### src/rtl/unidade_writeback.sv
// Write-back unit: arbitrates ALU and memory results onto the single register-file write port,
// buffering memory results in a FIFO and tracking pending multi-cycle destinations.
module unidade_writeback #(
  parameter int unsigned PROFUNDIDADE = 4
) (
  input  logic                            clk,
  input  logic                            rst_n,
  input  logic                            AluValido,
  input  logic [4:0]                      AluEndereco,
  input  logic [31:0]                     AluDado,
  input  logic                            MemValido,
  output logic                            MemPronto,
  input  logic [4:0]                      MemEndereco,
  input  logic [31:0]                     MemDado,
  input  logic                            ReservaValida,
  input  logic [4:0]                      ReservaEndereco,
  input  logic [4:0]                      ConsultaEndereco1,
  input  logic [4:0]                      ConsultaEndereco2,
  output logic                            Ocupado1,
  output logic                            Ocupado2,
  output logic                            EscreveRegistrador,
  output logic [4:0]                      EnderecoEscrita,
  output logic [31:0]                     DadoParaEscrita,
  output logic [$clog2(PROFUNDIDADE):0]   NivelFila
);

  localparam int unsigned LarguraPonteiro = $clog2(PROFUNDIDADE);
  localparam logic [LarguraPonteiro:0] NivelCheio = PROFUNDIDADE[LarguraPonteiro:0];

  logic [4:0]                 filaEndereco [PROFUNDIDADE];
  logic [31:0]                filaDado     [PROFUNDIDADE];
  logic [LarguraPonteiro-1:0] ponteiroLeitura, ponteiroEscrita;
  logic [LarguraPonteiro:0]   nivel;
  logic [31:0]                placar, placarProximo;

  logic filaCheia, aceitaMem, enfileira, selecionaAlu, desenfileira;
  logic [4:0]  cabecaEndereco;
  logic [31:0] cabecaDado;

  assign filaCheia      = (nivel == NivelCheio);
  // Gated by rst_n so the source sees no acceptance while reset is held.
  assign MemPronto      = rst_n && !filaCheia;
  assign aceitaMem      = MemValido && MemPronto;
  assign enfileira      = aceitaMem && (MemEndereco != 5'd0);
  assign selecionaAlu   = AluValido && (AluEndereco != 5'd0);
  assign desenfileira   = !selecionaAlu && (nivel != '0);
  assign cabecaEndereco = filaEndereco[ponteiroLeitura];
  assign cabecaDado     = filaDado[ponteiroLeitura];
  assign NivelFila      = nivel;

  assign Ocupado1 = placar[ConsultaEndereco1];
  assign Ocupado2 = placar[ConsultaEndereco2];

  // Set after clear: a same-edge reservation is younger than the retiring result.
  always_comb begin
    placarProximo = placar;
    if (desenfileira) placarProximo[cabecaEndereco] = 1'b0;
    if (ReservaValida) placarProximo[ReservaEndereco] = 1'b1;
    placarProximo[0] = 1'b0;
  end

  always_ff @(posedge clk) begin
    if (enfileira) begin
      filaEndereco[ponteiroEscrita] <= MemEndereco;
      filaDado[ponteiroEscrita]     <= MemDado;
    end
  end

  always_ff @(posedge clk or negedge rst_n) begin
    if (!rst_n) begin
      ponteiroLeitura <= '0;
      ponteiroEscrita <= '0;
      nivel           <= '0;
      placar          <= '0;
    end else begin
      placar <= placarProximo;
      if (enfileira) ponteiroEscrita <= ponteiroEscrita + 1'b1;
      if (desenfileira) ponteiroLeitura <= ponteiroLeitura + 1'b1;
      case ({enfileira, desenfileira})
        2'b10:   nivel <= nivel + 1'b1;
        2'b01:   nivel <= nivel - 1'b1;
        default: nivel <= nivel;
      endcase
    end
  end

  always_ff @(posedge clk or negedge rst_n) begin
    if (!rst_n) begin
      EscreveRegistrador <= 1'b0;
      EnderecoEscrita    <= 5'd0;
      DadoParaEscrita    <= 32'd0;
    end else begin
      EscreveRegistrador <= selecionaAlu || desenfileira;
      if (selecionaAlu) begin
        EnderecoEscrita <= AluEndereco;
        DadoParaEscrita <= AluDado;
      end else if (desenfileira) begin
        EnderecoEscrita <= cabecaEndereco;
        DadoParaEscrita <= cabecaDado;
      end
    end
  end

endmodule
### config.mk
export PLATFORM = sky130hd
export DESIGN_NAME = unidade_writeback
export DESIGN_NICKNAME = d
export VERILOG_FILES = /design/src/rtl/unidade_writeback.sv
export SDC_FILE = /design/constraint.sdc
export NUM_CORES = 1
export LEC_CHECK = 0
export CAP_MARGIN = 20
export CORE_MARGIN = 2
export CORE_UTILIZATION = 55
export CTS_CLUSTER_SIZE = 30
export DETAILED_ROUTE_END_ITERATION = 16
export PLACE_DENSITY = 0.79
export SYNTH_ARGS = -nofsm -noshare
export SYNTH_HDL_FRONTEND = slang
export SYNTH_SLANG_ARGS = --single-unit
### constraint.sdc
create_clock -name clk -period 4.97 [get_ports clk]
set_clock_uncertainty 0.1 [all_clocks]
set_input_delay 1.2425 -clock clk [delete_from_list [all_inputs] [get_ports clk]]
set_output_delay 1.2425 -clock clk [all_outputs]
set_load 0.005 [all_outputs]
==> run_results.csv <==
group,metric,value,unit
floorplanning,dieHeight,137,µm
logic_synthesis,yosys.area.top_type_share,0.458,
finish,n_fill_cell,1180,
setup_path,crit_family,"buffers and inverters",
setup_path,crit_chain,"clkdlybuf4s50_1, mux4_1, nand4b_1, nand4_1, or4_1, clkdlybuf4s50_1",
place,io_buffers,137,
power,p_switching,1920,µW
setup_path,crit_type,"in2out",
clock_network,clock_latency,0.51,ns
job,maxCapViolations,0,
setup_path,crit_buf_inv,2,
sta,hold_violations,0,
sta,min_period,4.76,ns
clock_network,hold_buffers,0,
sta,fmax,210,MHz
setup_path,crit_top_cell,"clkdlybuf4s50_1",
setup_path,critPathMaxStageDelay,0.66,ns
finish,regArea,0.00635,mm²
sta,rsz0062_at_grt,"false",
detailed_routing,routedWlPerCell,21.6,µm
sta,worst_pin_slew,1.07,ns
logic_synthesis,yosysUniqueCellTypes,50,
setup_path,crit_required,3.63,ns
logic_synthesis,async_reset_ff_frac,0.339,
finish,design_area,0.0120,mm²
min_path,hold_path_class,"in2async",
clock_network,clock_sinks,224,
setup_path,start_kind,"input pin",
detailed_routing,via_count,6078,
setup_path,crit_arrival,3.41,ns
sta,slew_headroom,0.289,
detailed_routing,ant_nets,0,
setup_path,crit_fanout,8,
power,cellInternalPower,4360,µW
logic_synthesis,yosysWarningCount,0,
finish,drive_gt1_frac,0.130,
floorplanning,initial_core_util,0.561,
logic_synthesis,synth_edf_count,148,
sta,holdWs,0.458,ns
finish,multi_input_area,0.00313,mm²
clock_network,clkTransAtPathRegs,0.06,ns
detailed_routing,viasPerCell,6.01,
setup_path,slowest_stage,"clkdlybuf4s50_1",
sta,period_share,0.957,
clock_network,cts_setup_buffers,0,
clock_network,h-tree-depth,1,
power,powerDensity,526,mW/mm²
logic_synthesis,synth_area_per_cell,15.4,µm²
finish,syn_to_final_growth,23.2,%
logic_synthesis,synth_area_leader_cell,"edfxtp_1",
power,pwr-share-seq,0.441,
logic_synthesis,synthCells,630,
power,peakVddDrop,0.331,mV
logic_synthesis,synth.most_common_cell,"edfxtp_1",
power,combPwrFrac,0.303,
place,gp_congestion,0.907,
floorplanning,rows,48,
sta,slew_violations,0,
grt,grt_pass1_wl,34.1,mm
sta,finalSetupViolCount,0,
power,sw_frac_of_total,0.306,
status,status,"complete, no violations",
detailed_routing,drtPass1Iterations,5,
grt,grt_pass1_vias,6402,
clock_network,ctsRootBufferMaster,"clkbuf_16",
grt,grt_max_degree,74,
detailed_routing,dr.first_iter.drc_count,430,
logic_synthesis,syn_area,0.00971,mm²
power,clkPwrFrac,0.256,
grt,grt_use_total,0.240,
place,placed_cell_area,0.0112,mm²
logic_synthesis,synthFlopType,"edfxtp_1",
floorplanning,io_pins,138,
detailed_routing,drc_errors,0,
clock_network,cts_buffer_depth,3,
grt,antenna_found_initial,1,
logic_synthesis,synthTopCellsByArea,"edfxtp_1, dfrtp_1, mux4_2",
logic_synthesis,netlist_top_cells_count,"edfxtp_1, nor2_1, dfrtp_1",
finish,nNetsFinal,868,
logic_synthesis,synth_seq_area_share,0.654,
clock_network,tritoncts,"done",
setup_path,end_kind,"output pin",
floorplanning,fp.dieW,137,µm
logic_synthesis,synth_seq_cells,224,
floorplanning,core_area,0.0173,mm²
place,dp.final_hpwl,13.9,mm
power,p_leak,0.00425,µW
detailed_routing,wl,21.9,mm
clock_network,cts_buffers,24,
logic_synthesis,synth_fp_nets,730,
floorplanning,die_area,0.0187,mm²
grt,overflow,0,
==> stage by stage <==
step,power (µW),utilization,setup TNS [ns],instances,setup WS [ns]
3_3_place_gp,4590,0.650,0,967,0.0217
2_1_floorplan,3930,-,0,630,1.09
5_1_grt,6590,0.691,0,1011,0.135
3_5_place_dp,4700,0.650,-0.0618,967,-0.0451
4_1_cts,6330,0.691,0,1011,0.0487
6_report,6280,0.691,0,1012,0.214
==> routing by layer <==
| metal | global-route usage | wire length [µm] | vias up |
|---|---|---|---|
| li1 | - | - | 2719 |
| met1 | 0.309 | 8540 | 3080 |
| met2 | 0.413 | 11300 | 233 |
| met3 | 0.0563 | 1600 | 46 |
| met4 | 0.0704 | 422 | 0 |
| met5 | 0 | 0 | - |
==> area by class of cell <==
class | instances | share of cell area
antenna | 1 | 0.000209
clock buffer | 35 | 0.0555
clock inverter | 9 | 0.00429
inverter | 10 | 0.00314
multi-input combinational | 362 | 0.262
sequential | 224 | 0.531
tap | 225 | 0.0236
timing repair buffer | 146 | 0.120
==> cells in the final DEF (no fill, tap or decap), drive strengths merged, types with 3 or more instances in the layout <==
cell type	n
a21oi	73
mux2i	39
mux2	5
mux4	50
clkdlybuf4s50	132
edfxtp	148
clkbuf	35
nand4	4
dfrtp	76
a31oi	8
buf	10
or3b	3
or4	3
clkinv	6
xnor2	4
ha	5
nor2	86
nor3	27
nand3	4
nor2b	4
nand3b	8
and2	4
nor3b	4
inv	10
clkinvlp	3
nand2	5
==> registers in the layout, indices dropped and copies added, names as in the netlist <==
register / flops
DadoParaEscrita: 32
filaEndereco: 20
EscreveRegistrador: 1
placar: 31
filaDado: 128
EnderecoEscrita: 5
ponteiroLeitura: 2
ponteiroEscrita: 2
NivelFila: 3
==> power by group through the flow <==
stage | Combinational (µW) | Clock (µW) | Sequential [µW]
after floorplan | 1340 | 0 | 2590
after global placement | 1810 | 0 | 2780
after detailed placement | 1890 | 0 | 2800
after CTS | 1920 | 1640 | 2770
after global routing | 2050 | 1710 | 2820
final | 1900 | 1610 | 2770
==> timing repair <==
action / CTS / global route
gates cloned: 0 / 0
setup endpoints to repair: 2 / 2
hold endpoints to repair: 0 / 0
gates resized for setup: 2 / 2
==> cell families (layout without fill, tap and decap cells) <==
family	after synthesis	count (layout)	synth area share
flip-flops	224	224	0.654
AND/OR/NAND/NOR	164	164	0.0871
multiplexers	94	94	0.167
AO/OA/AOI/OAI	92	92	0.0536
buffers and inverters	44	200	0.0249
adder cells (fa/ha/maj)	6	6	0.00851
XOR/XNOR	6	6	0.00541
other	0	1	0
==> path summary, 6_finish.rpt <==
kind	start	end	slack (ns)	depth (start not counted)
max in group asynchronous	rst_n	ponteiroLeitura[0]	3.08	2
setup reg to reg	ponteiroLeitura[0]	placar[9]	2.23	3
setup / recovery	ConsultaEndereco1[2]	Ocupado1	0.21	6
hold / removal	rst_n	placar[1]	0.46	1
min in group clk	placar[6]	placar[6]	0.47	2
hold reg to reg	placar[6]	placar[6]	0.47	2
==> worst reg2reg max path: stages, from the launching register on <==
cell     delay, ns
dfrtp_2       0.93
mux4_2        0.69
nor3b_2       0.63
a31oi_1       0.22
(Power assumes the default switching activity.)
